<file path="config.mk">
export PLATFORM = sky130hd
export DESIGN_NAME = aes_ctr_ks_sched
export DESIGN_NICKNAME = d
export VERILOG_FILES = /design/src/rtl/aes_ctr_pkg.sv /design/src/rtl/aes_ks_buf.sv /design/src/rtl/aes_ctr_ks_sched.sv
export SDC_FILE = /design/constraint.sdc
export NUM_CORES = 1
export LEC_CHECK = 0
export BUFFER_PORTS_ARGS = -buffer_cell sky130_fd_sc_hd__buf_4
export CAP_MARGIN = 20
export CORE_AREA = 2 2 272 274
export DETAILED_ROUTE_END_ITERATION = 7
export DIE_AREA = 0 0 274 276
export PLACE_DENSITY = 0.51
export SETUP_SLACK_MARGIN = 0.15
export SLEW_MARGIN = 20
export SYNTH_ARGS = -nofsm -noshare
export SYNTH_HDL_FRONTEND = slang
export SYNTH_HIERARCHICAL = 1
export SYNTH_SLANG_ARGS = --single-unit
</file>
<file path="constraint.sdc">
create_clock -name axis_aclk -period 4.7 [get_ports axis_aclk]
set_clock_uncertainty 0.05 [all_clocks]
set_input_delay 0.47 -clock axis_aclk [delete_from_list [all_inputs] [get_ports axis_aclk]]
set_output_delay 0.47 -clock axis_aclk [all_outputs]
set_load 0.03 [all_outputs]
</file>
<file path="src/rtl/aes_ctr_pkg.sv">
// Shared widths, counter-block layout and keystream slice helper
// for the AES-CTR video keystream scheduler.
package aes_ctr_pkg;

    localparam int PIX_W   = 24;
    localparam int BLK_W   = 128;
    localparam int NONCE_W = 64;
    localparam int FRAME_W = 32;
    localparam int IDX_W   = 32;

    localparam int CTR_IDX_LSB   = 0;
    localparam int CTR_FRAME_LSB = CTR_IDX_LSB + IDX_W;
    localparam int CTR_NONCE_LSB = CTR_FRAME_LSB + FRAME_W;

    function automatic logic [BLK_W-1:0] ctr_blk(
        input logic [NONCE_W-1:0] n,
        input logic [FRAME_W-1:0] f,
        input logic [IDX_W-1:0]   i
    );
        logic [BLK_W-1:0] b;
        b = '0;
        b[CTR_NONCE_LSB +: NONCE_W] = n;
        b[CTR_FRAME_LSB +: FRAME_W] = f;
        b[CTR_IDX_LSB   +: IDX_W]   = i;
        return b;
    endfunction

    // Slice k is taken MSB-first; the low leftover bits are never used.
    function automatic logic [PIX_W-1:0] ks_slice(
        input logic [BLK_W-1:0] blk,
        input logic [7:0]       k
    );
        logic [BLK_W-1:0] s;
        s = blk << (k * 8'(PIX_W));
        return s[BLK_W-1 -: PIX_W];
    endfunction

endpackage

</file>
<file path="src/rtl/aes_ks_buf.sv">
// Two-entry keystream block buffer with simultaneous write/pop
// and a synchronous flush.
module aes_ks_buf
    import aes_ctr_pkg::*;
(
    input  logic             clk_i,
    input  logic             rst_ni,
    input  logic             flush_i,
    input  logic             wr_i,
    input  logic [BLK_W-1:0] wdata_i,
    input  logic             pop_i,
    output logic [BLK_W-1:0] head_o,
    output logic [1:0]       count_o
);

    logic [BLK_W-1:0] mem_q [2];
    logic             wp_q, rp_q;
    logic [1:0]       cnt_q, cnt_d;
    logic             do_wr, do_pop;

    always_comb begin
        do_wr  = wr_i & (cnt_q != 2'd2);
        do_pop = pop_i & (cnt_q != 2'd0);
        cnt_d  = cnt_q;
        unique case ({do_wr, do_pop})
            2'b10:   cnt_d = cnt_q + 2'd1;
            2'b01:   cnt_d = cnt_q - 2'd1;
            default: cnt_d = cnt_q;
        endcase
    end

    always_ff @(posedge clk_i) begin
        if (!rst_ni) begin
            mem_q[0] <= '0;
            mem_q[1] <= '0;
            wp_q     <= 1'b0;
            rp_q     <= 1'b0;
            cnt_q    <= 2'd0;
        end else if (flush_i) begin
            wp_q  <= 1'b0;
            rp_q  <= 1'b0;
            cnt_q <= 2'd0;
        end else begin
            if (do_wr) begin
                mem_q[wp_q] <= wdata_i;
                wp_q        <= ~wp_q;
            end
            if (do_pop) rp_q <= ~rp_q;
            cnt_q <= cnt_d;
        end
    end

    assign head_o  = mem_q[rp_q];
    assign count_o = cnt_q;

endmodule

</file>
<file path="src/rtl/aes_ctr_ks_sched.sv">
// Prefetches AES-CTR keystream blocks and hands them out as
// 24-bit pixel slices aligned to the video raster.
module aes_ctr_ks_sched
    import aes_ctr_pkg::*;
#(
    parameter int H_RESOLUTION = 1920,
    parameter int V_RESOLUTION = 1080,
    parameter int PIX_PER_BLK  = 5
) (
    input  logic               axis_aclk,
    input  logic               axis_aresetn,
    input  logic [NONCE_W-1:0] cfg_nonce,
    input  logic               cfg_restart,
    output logic               aes_req,
    output logic [BLK_W-1:0]   aes_ctr_blk,
    input  logic               aes_ack,
    input  logic               aes_ks_valid,
    input  logic [BLK_W-1:0]   aes_ks,
    output logic               ks_valid,
    output logic [PIX_W-1:0]   ks_pixel,
    output logic               ks_tuser,
    output logic               ks_tlast,
    input  logic               pix_fire,
    output logic [FRAME_W-1:0] frame_cnt,
    output logic               err_underrun
);

    localparam int BLKS =
        (H_RESOLUTION * V_RESOLUTION + PIX_PER_BLK - 1) / PIX_PER_BLK;

    logic [15:0]        x_q, x_d, y_q, y_d;
    logic [2:0]         sl_q, sl_d;
    logic [FRAME_W-1:0] fcnt_q, fcnt_d;
    logic [IDX_W-1:0]   ridx_q, ridx_d;
    logic [FRAME_W-1:0] rfrm_q, rfrm_d;
    logic               req_q, req_d;
    logic               infl_q, infl_d;
    logic               drop_q, drop_d;
    logic               err_q, err_d;

    logic [BLK_W-1:0]   head;
    logic [1:0]         cnt;
    logic               fire, pop, wr;
    logic               line_end, frame_end, last_sl;

    aes_ks_buf u_buf (
        .clk_i   (axis_aclk),
        .rst_ni  (axis_aresetn),
        .flush_i (cfg_restart),
        .wr_i    (wr),
        .wdata_i (aes_ks),
        .pop_i   (pop),
        .head_o  (head),
        .count_o (cnt)
    );

    assign ks_valid  = (cnt != 2'd0);
    assign line_end  = (x_q == 16'(H_RESOLUTION - 1));
    assign frame_end = line_end & (y_q == 16'(V_RESOLUTION - 1));
    assign last_sl   = (sl_q == 3'(PIX_PER_BLK - 1));
    assign fire      = pix_fire & ks_valid & ~cfg_restart;
    assign pop       = fire & (last_sl | frame_end);
    assign wr        = aes_ks_valid & infl_q & ~drop_q & ~cfg_restart;

    always_comb begin
        x_d    = x_q;
        y_d    = y_q;
        sl_d   = sl_q;
        fcnt_d = fcnt_q;
        ridx_d = ridx_q;
        rfrm_d = rfrm_q;
        req_d  = req_q;
        infl_d = infl_q;
        drop_d = drop_q;
        err_d  = err_q;
        if (cfg_restart) begin
            x_d    = '0;
            y_d    = '0;
            sl_d   = '0;
            fcnt_d = '0;
            ridx_d = '0;
            rfrm_d = '0;
            req_d  = 1'b0;
            // A block still owed by the core must be swallowed on arrival.
            infl_d = (infl_q & ~aes_ks_valid) | (req_q & aes_ack);
            drop_d = infl_d;
        end else begin
            if (pix_fire & ~ks_valid) err_d = 1'b1;
            if (fire) begin
                sl_d = pop ? 3'd0 : sl_q + 3'd1;
                if (line_end) begin
                    x_d = '0;
                    if (frame_end) begin
                        y_d    = '0;
                        fcnt_d = fcnt_q + 32'd1;
                    end else begin
                        y_d = y_q + 16'd1;
                    end
                end else begin
                    x_d = x_q + 16'd1;
                end
            end
            if (req_q & aes_ack) begin
                req_d  = 1'b0;
                infl_d = 1'b1;
                if (ridx_q == 32'(BLKS - 1)) begin
                    ridx_d = '0;
                    rfrm_d = rfrm_q + 32'd1;
                end else begin
                    ridx_d = ridx_q + 32'd1;
                end
            end else if (infl_q & aes_ks_valid) begin
                infl_d = 1'b0;
                drop_d = 1'b0;
            end else if (!req_q & !infl_q & (cnt != 2'd2)) begin
                req_d = 1'b1;
            end
        end
    end

    always_ff @(posedge axis_aclk) begin
        if (!axis_aresetn) begin
            x_q    <= '0;
            y_q    <= '0;
            sl_q   <= '0;
            fcnt_q <= '0;
            ridx_q <= '0;
            rfrm_q <= '0;
            req_q  <= 1'b0;
            infl_q <= 1'b0;
            drop_q <= 1'b0;
            err_q  <= 1'b0;
        end else begin
            x_q    <= x_d;
            y_q    <= y_d;
            sl_q   <= sl_d;
            fcnt_q <= fcnt_d;
            ridx_q <= ridx_d;
            rfrm_q <= rfrm_d;
            req_q  <= req_d;
            infl_q <= infl_d;
            drop_q <= drop_d;
            err_q  <= err_d;
        end
    end

    assign aes_req      = req_q;
    assign aes_ctr_blk  = req_q ? ctr_blk(cfg_nonce, rfrm_q, ridx_q) : '0;
    assign ks_pixel     = ks_valid ? ks_slice(head, 8'(sl_q)) : '0;
    assign ks_tuser     = ks_valid & (x_q == 16'd0) & (y_q == 16'd0);
    assign ks_tlast     = ks_valid & line_end;
    assign frame_cnt    = fcnt_q;
    assign err_underrun = err_q;

endmodule

</file>
## Word level (Yosys, flattened, before mapping)

Memories as Yosys holds them, arrays and structs flattened. A register that Yosys moved wholly into a read port is not among the register bits.
Index checks and enable logic that the tools add are counted.

| operators by class | value |
|---|---|
| equality and inequality tests | 8 |
| muxes and demuxes | 22 |
| add/sub/neg operators | 8 |
| multipliers | 1 |
| reductions and logical operators | 17 |
| $lt $le $gt $ge | 0 |
| div/mod/pow operators | 0 |
| bitwise logic cells | 27 |
| shift operators | 1 |

Operators with widths:

| operator | count |
|---|---|
| 128-bit 2-to-1 mux | 2 |
| 128-bit OR reduction | 1 |
| 128-bit by 8-bit left shift with 128-bit output | 1 |
| 32-bit by 1-bit adder with 32-bit output, second input constant | 3 |
| 16-bit by 1-bit adder with 16-bit output, second input constant | 2 |
| 16-bit by 11-bit == test with 1-bit output, second input constant | 2 |
| 32-bit by 19-bit == test with 1-bit output, second input constant | 1 |
| 16-bit zero test | 2 |
| 16-bit 2-to-1 mux | 2 |
| 32-bit 2-to-1 mux | 1 |
| 24-bit 2-to-1 mux | 1 |
| 1-bit bitwise AND | 17 |
| 1-bit 2-to-1 mux | 14 |
| 2-bit AND reduction | 5 |
| 1-bit inverter | 8 |
| 2-bit nonzero test | 3 |
| 3-bit by 2-bit multiplier with 5-bit output, second input constant | 1 |
| 2-bit != test, second input constant | 2 |
| 2-bit case mux with 2 select lines | 1 |
| 3-bit by 1-bit adder with 3-bit output, second input constant | 1 |
| 3-bit == test, second input constant | 1 |
| 3-bit 2-to-1 mux | 1 |
| 3-bit AND reduction | 1 |
| 3-bit nonzero test | 1 |
| other kinds (8) | 10 |

| word-level totals | value |
|---|---|
| input port bits | 198 |
| memories kept | 1 |
| latch bits | 0 |
| RAM bits | 256 |
| bits in read-only memories | 0 |
| flip-flop bits (word level) | 139 |
| word-level logic and storage cells | 98 |

Memories:

| memory | depth | bits a word | read ports | clocked after memory_dff | write ports | RTL line | source |
|---|---|---|---|---|---|---|---|
| u_buf.mem_q | 2 | 128 | 1 | 1 | 2 | aes_ks_buf.sv:16 | `logic [BLK_W-1:0] mem_q [2];` |

## Longest topological paths before layout

Gate-level depths: netlist of the first run.

| depth | value |
|---|---|
| word-level depth | 10 |
| depth in mapped cells | 12 |
| gate-level depth less buffers | 10 |

## Modules after synthesis

The synthesis of the first run kept the hierarchy.

Modules (own cells, without submodules):

| module | cells an instance | instances | sequential area each (um2) | area an instance (um2) |
|---|---|---|---|---|
| aes_ks_buf | 710 | 1 | 7787.5 | 11218.3 |
| aes_ctr_ks_sched | 1234 | 1 | 2702.6 | 10373.7 |

## Worst setup path before layout of the first run

No wires, ideal clock.

| timing | value |
|---|---|
| path kind | input to register |
| start | input port aes_ks_valid |
| end | memory u_buf.mem_q[1][0], enable pin |
| path slack | -0.325 ns |
| stages on the path | 6 |
| arrival time | 4.466 ns |
| path through | nand2_1 > nor3_1 > inv_1 > nor4_4 > clkbuf_2 > nand2b_1 |

RTL lines:

| item | RTL line | source |
|---|---|---|
| start, declared | aes_ctr_ks_sched.sv:17 | `input logic aes_ks_valid,` |
| end, declared | aes_ks_buf.sv:16 |  |

## Worst setup path in the final report of the first run

| timing | value |
|---|---|
| start | register sl_q[2] |
| end | output port ks_pixel[17] |

| on the way | value |
|---|---|
| word-level cells in the longest chain between the ends | 3 |

RTL lines:

| item | RTL line | source |
|---|---|---|
| start, declared | aes_ctr_ks_sched.sv:32 | `logic [2:0] sl_q, sl_d;` |
| start signal, assigned | aes_ctr_ks_sched.sv:136 | `sl_q <= sl_d;` |
| 3-bit by 2-bit multiplier with 5-bit output | aes_ctr_pkg.sv:34 | `s = blk << (k * 8'(PIX_W));` |
| 128-bit by 8-bit left shift with 128-bit output | aes_ctr_pkg.sv:34 |  |
| 24-bit 2-to-1 mux | aes_ctr_ks_sched.sv:149 | `assign ks_pixel = ks_valid ? ks_slice(head, 8'(sl_q)) : '0;` |
| end, declared | aes_ctr_ks_sched.sv:20 | `output logic [PIX_W-1:0] ks_pixel,` |

Every way passes these cells.

==> results of run 1 <==
## cell type report
| cell class | count | area [um^2] |
|---|---|---|
| fill | 7194 | 45650 |
| sequential | 396 | 10500 |
| multi-input combinational | 1383 | 10450 |
| timing repair buffer | 419 | 3221 |
| clock buffer | 59 | 1242 |
| tap | 959 | 1200 |
| clock inverter | 27 | 196.4 |
| inverter | 33 | 123.9 |
| antenna | 2 | 5.005 |
## worst max-delay path: cells and delay by family (launching register included)
kind	cells	cell delay [ns]
mux	1	0.33
fa+ha+maj	1	0.50
flops	1	0.51
compound gates	1	0.66
xor+xnor	1	0.50
buf+inv	3	0.65
## path summary, 6_finish.rpt
| check | start | endpoint | slack [ns] |
|---|---|---|---|
| worst min register to register | frame_cnt[31]$_SDFFE_PP0P_ | frame_cnt[31]$_SDFFE_PP0P_ | 0.43 |
| worst max-delay path | sl_q[2]$_SDFFE_PP0N_ | ks_pixel[17] | 0.45 |
| worst min-delay path | aes_ks[97] | u_buf/mem_q[1][97]$_SDFFCE_PN0P_ | 0.13 |
| worst max register to register | aes_req$_SDFFE_PP0P_ | ridx_q[31]$_SDFFE_PP0P_ | 1.68 |
## kinds of logic (layout without fill, tap and decap cells)
group                    count (synthesis)  in the layout  share of synthesized area, %
XOR/XNOR                                66             66                         2.677
other                                    0              2                             0
buffers and inverters                  165            538                         3.257
flip-flops                             396            396                         48.58
adder cells (fa/ha/maj)                 12             12                        0.7301
AO/OA/AOI/OAI                          200            200                         6.189
AND/OR/NAND/NOR                        846            846                         22.99
multiplexers                           259            259                         15.57
## cell usage in the layout (no fill, tap or decap), types with 38 or more instances in the layout
cell type / netlist / final
nand3_1: 44 / 44
mux4_2: 48 / 48
edfxtp_1: 256 / 256
mux2i_1: 76 / 76
mux2_2: 135 / 135
nor4_1: 38 / 38
clkbuf_16: 0 / 48
a21oi_1: 60 / 60
dfxtp_1: 140 / 137
buf_4: 3 / 413
xnor2_1: 51 / 51
and2_1: 392 / 392
nand2_1: 79 / 77
nor2_1: 101 / 101
a211oi_1: 49 / 49
## repair_timing
item,4_1_cts,5_1_grt
hold buffers,0,0
buffers inserted,0,2
endpoints found under the setup margin,0,4
## metrics by stage
stage	instances	utilization, %	setup WS [ns]
after global routing	3277	37.11	0.2456
after detailed placement	3188	35.10	0.8524
after floorplan	1944	-	0.5873
final	3278	37.11	0.4477
after global placement	3188	35.10	0.9325
after CTS	3274	37.08	0.2089
## power breakdown
| group | internal (W) | switching [W] |
|---|---|---|
| Sequential | 0.00377 | 0.0000215 |
| Combinational | 0.000228 | 0.000284 |
| Clock | 0.00198 | 0.00148 |
## routing by layer
metal / wire length [um] / part of all wire, % / up-vias
met3: 3701 / 5.5 / 70
li1: - / - / 7759
met4: 1109 / 1.6 / 2
met1: 29000 / 43 / 8117
met2: 33780 / 50 / 504
met5: 13 / 0.019 / -
## registers in the layout, indices dropped and copies added (netlist names), named ones only
name           flops
rfrm_q            32
u_buf/count_o      2
aes_req            1
u_buf/rp_q         1
y_q               16
drop_q             1
x_q               16
u_buf/mem_q      256
ridx_q            32
sl_q               3
frame_cnt         32
infl_q             1
u_buf/wp_q         1
err_underrun       1
==> results.md, run 1 <==
- Placed inst area: 0.02548 mm^2
- WP data required: approximately 4.2 ns
- Clk sink count: around 400
- CTS H-Tree Depth: 2
- Iter 0 DRT Violations: roughly 1100
- Vias per cell: ~5
- Synthesized area per cell: roughly 11 um^2
- CP max FO: 15
- DRC: 0
- Max-Cap Viols: 0
- Core area: ~0.073 mm^2
- Clk slew on worst S/H paths: around 0.06 ns
- VDD IR max: 0.2351 mV
- GRT met1 Usage: between 20 and 25%
- Least-Margin Pin Slew: between 0.9 and 1 ns
- Area grow syn2layout: 24.77%
- Most used DFF post-synth: edfxtp_1
- Path depth of the worst reg2reg path: 6
- Vias in the first global route: around 16000
- Number of synthesized register bits: approximately 400
- Cells resized by post-CTS repair: 0
- Final min period: between 4 and 5 ns
- Final setup TNS: 0 ns
- Top-Level Pins: slightly below 400
- Row Count: 99
- Synth area leaders: edfxtp_1, dfxtp_1, and2_1
- Setup crit end kind: primary output
- DIE WIDTH: around 270 um
- Status: finished clean
- GRT Residual Overflow: 0
- Lkg Pwr: 9.689 nW
- Starting density of the core: between 20% and 30%
- Gr usage total: 17.36%
- Nets: 2491
- Gpl congestion: 0.8850
- DRT Pass-1 Iters: 5
- Crit-path slowest cell: a211oi_1
- Min-Delay Path Class: primary input to flip-flop
- Layer with the highest usage: met2
- Largest net degree at the start of global routing: roughly 130
- Yosys top cell area share: a little over a third
- Syn. warnings: 6
- Final Max Tran Viols: 0
- RSZ-0062 raised after global routing: no
- Layout cell share with drive strength beyond 1: between 20 and 30%
- Final Hold Slack: 0.1264 ns
- Syn Nets: 2154
- Highest Clock Rate: about 240 MHz
- Slowest stage delay, CP: approximately 0.66 ns
- Critical setup path kind: flip-flop to primary output
- Final ANT Viol Nets: 0
- Synth area leader: edfxtp_1
- Die footprint: around 0.076 mm^2
- Final hold viol count: 0
- Vias after detailed routing: ~16000
- Ys async rst share: 0%
- Synth Cell Area: 0.02159 mm^2
- Cts bufs inserted: 48
- Netlist cell types: between 60 and 70
- Number of flops mapped to enable cells by yosys: between 200 and 300
- Die Ht: between 200 and 300 um
- Final HPWL DP: 49.02 mm
- Total Power: roughly 0.0078 W
- Slew HR: ~40%
- CTS Root Cell: clkbuf_16
- Post-synthesis sequential area ratio: approximately half
- Initial antenna violation count: 2
- Critical-path cell list: inv_1 -> fa_1 -> xor2_4 -> buf_12 -> mux4_2 -> a211oi_1 -> buf_4
- Routed WL: about 68 mm
- Commonest cells in the netlist: and2_1, edfxtp_1, dfxtp_1
- Final setup vio count: 0
- Final worst-path cycle share: between 90% and 100%
- Worst-Skew Late Latency: between 0.5 and 0.6 ns
- Worst hold stages: 2
- TritonCTS clock tree: built
- Syn Inst Count: about 2000
- WP data arrival: about 3.7 ns
- Met2 Usage GRT: around 30%
- Port bufs: just under 400
- Design Area, Final: around 0.027 mm^2
- First-pass GRT wire length: slightly above 100 mm
- Clock Path Buffers: 3
- DR WL/cell: roughly 21 um
- PD cells: 288.2 mW/mm^2
- Critical Path Source Type: flip-flop
- Most common cell in the netlist: and2_1
- GR met3 Demand/Resource: about 2.3%
No activity file was read; power rests on OpenSTA's default activity.
==> run 2: changes to the inputs <==
- clock period: 4.7 -> 3.7 ns (I/O delays scaled with it)
==> results.md, run 2 (same netlist as run 1, synthesis figures left out) <==
- Cts bufs inserted: 47 (-2.1%)
- Max-Cap Viols: 0 (unchanged)
- Final worst-path cycle share: between 90% and 100%
- Critical Path Source Type: flip-flop
- Layout cell share with drive strength beyond 1: 31.38% (+1.5 points)
- Final Hold Slack: 0.03292 ns (-0.09345 ns)
- Final Max Tran Viols: 0 (unchanged)
- Initial antenna violation count: 6 (+4)
- Final min period: around 3.6 ns
- Commonest non-fill, non-tap cell in the layout: buf_4
- Status: finished clean
- Critical setup path kind: flip-flop to primary output
- Clock Path Buffers: 3 (unchanged)
- VDD IR max: 0.2730 mV (+16%)
- CTS H-Tree Depth: 2 (unchanged)
- WP data arrival: 3.19 ns (-0.54 ns)
- Row Count: 99 (unchanged)
- Most flops, register: u_buf/mem_q
- DR WL/cell: 21.31 um (+3.3%)
- Vias after detailed routing: 16820 (+2.2%)
- Setup crit end kind: primary output
- Final HPWL DP: 52.36 mm (+6.8%)
- Die footprint: 0.07562 mm^2 (unchanged)
- DRT Pass-1 Iters: 5 (unchanged)
- Area grow syn2layout: 32.71%
- Number of flip-flops in the largest register: 256 (unchanged)
- Die Ht: 276 um (unchanged)
- Least-Margin Pin Slew: 0.8953 ns (-0.02054 ns)
- Final hold viol count: 0 (unchanged)
- Nets: 2599 (+4.3%)
- Clk sink count: 396 (unchanged)
- TritonCTS clock tree: built
- Core area: 0.07259 mm^2 (unchanged)
- Gpl congestion: 0.8995 (+1.6%)
- Clk slew on worst S/H paths: 0.06 ns (about the same)
- Min-Delay Path Class: primary input to flip-flop
- Lkg Pwr: 10.31 nW (+6.4%)
- DIE WIDTH: 274 um (unchanged)
- DRC: 0 (unchanged)
- CTS Root Cell: clkbuf_16
- Final ANT Viol Nets: 0 (unchanged)
- Vias in the first global route: 16530 (+1.5%)
- WP data required: 3.28 ns (-0.90 ns)
- Worst-Skew Late Latency: 0.59 ns (+0.02 ns)
- Gr usage total: 18.65% (+1.3 points)
- Iter 0 DRT Violations: 1054 (-5.2%)
- Most frequent cells in the layout: buf_4, and2_1, edfxtp_1, mux2_2, dfxtp_1
- PD cells: 349.1 mW/mm^2 (+21%)
- CP max FO: 7 (-8)
- Vias per cell: 4.960 (-1.2%)
- GRT Residual Overflow: 0 (unchanged)
- Top-Level Pins: 387 (unchanged)
- Port bufs: 386 (unchanged)
- Core Util, Final: 39.48% (+2.4 points)
- Slew HR: 40.31% (+1.4 points)
- Largest net degree at the start of global routing: 130 (-3.0%)
- Highest Clock Rate: 276.8 MHz
- Final setup vio count: 0 (unchanged)
- Starting density of the core: 29.75% (unchanged)
- Routed WL: 72.26 mm (+6.9%)
- First-pass GRT wire length: 107.2 mm (+5.7%)
- RSZ-0062 raised after global routing: yes
==> run 2: worst paths after layout <==
| kind | cells after the start | slack, ns | startpoint | end |
|---|---|---|---|---|
| max reg2reg | 6 | 0.85 | x_q[0]$_SDFFE_PP0N_ | frame_cnt[29]$_SDFFE_PP0P_ |
| min | 2 | 0.03 | aes_ks[107] | u_buf/mem_q[1][107]$_SDFFCE_PN0P_ |
| max | 9 | 0.09 | sl_q[0]$_SDFFE_PP0N_ | ks_pixel[7] |
| min reg2reg | 2 | 0.43 | frame_cnt[31]$_SDFFE_PP0P_ | frame_cnt[31]$_SDFFE_PP0P_ |
==> run 2: area by class of cell <==
cell class	count	area, um^2
well taps	959	1200
inverters	33	123.9
repair buffers	528	4577
diodes	7	17.52
flip-flops and latches	396	10510
clock inverters	11	96.34
clock buffers	74	1350
fillers	7102	43930
multi-input cells	1383	10780
==> run 2: stage by stage <==
| stage | instance area, um^2 | worst slack, ns | power [W] | setup TNS (ns) | std cells |
|---|---|---|---|---|---|
| 6_report | 28660 | 0.08672 | 0.01000 | 0 | 3391 |
| 5_1_grt | 28650 | -0.005849 | 0.01037 | -0.01105 | 3387 |
| 4_1_cts | 28500 | 0.05507 | 0.01015 | 0 | 3380 |
| 3_5_place_dp | 25800 | 0.3080 | 0.005609 | 0 | 3196 |
| 3_3_place_gp | 25800 | 0.2666 | 0.005602 | 0 | 3196 |
| 2_1_floorplan | 21730 | 0.1513 | 0.005212 | 0 | 1944 |
==> run 2: power by group <==
part	total, W	switching [W]	internal [W]
Sequential	0.00482	0.0000248	0.00479
Clock	0.00441	0.00185	0.00257
Combinational	0.000773	0.000411	0.000362
Total	0.0100	0.00228	0.00772
==> run 2: critical path: stages (launching register included) <==
cell	delay, ns
dfxtp_4	0.37
ha_4	0.14
inv_2	0.04
fa_2	0.37
xor2_4	0.32
buf_6	0.16
buf_8	0.12
mux4_2	0.53
a211oi_4	0.38
buf_6	0.19
==> run 2: metal layers <==
metal	share of wire [%]	vias up	wire length [um]	track usage, %
met5	0.018	-	13	0
met4	2.3	2	1661	5.072
met3	5.2	79	3723	3.491
met2	47	429	34230	30.07
met1	45	8312	32630	25.49
li1	-	7999	-	-
==> run 2: timing repair <==
item                                    CTS  global route
hold endpoints to repair                132             0
pin swaps                                14             9
endpoints found under the setup margin   24            24
resized for setup                        46            21
hold buffers                             82             0
cloned                                    3             0
setup buffers                            14             4
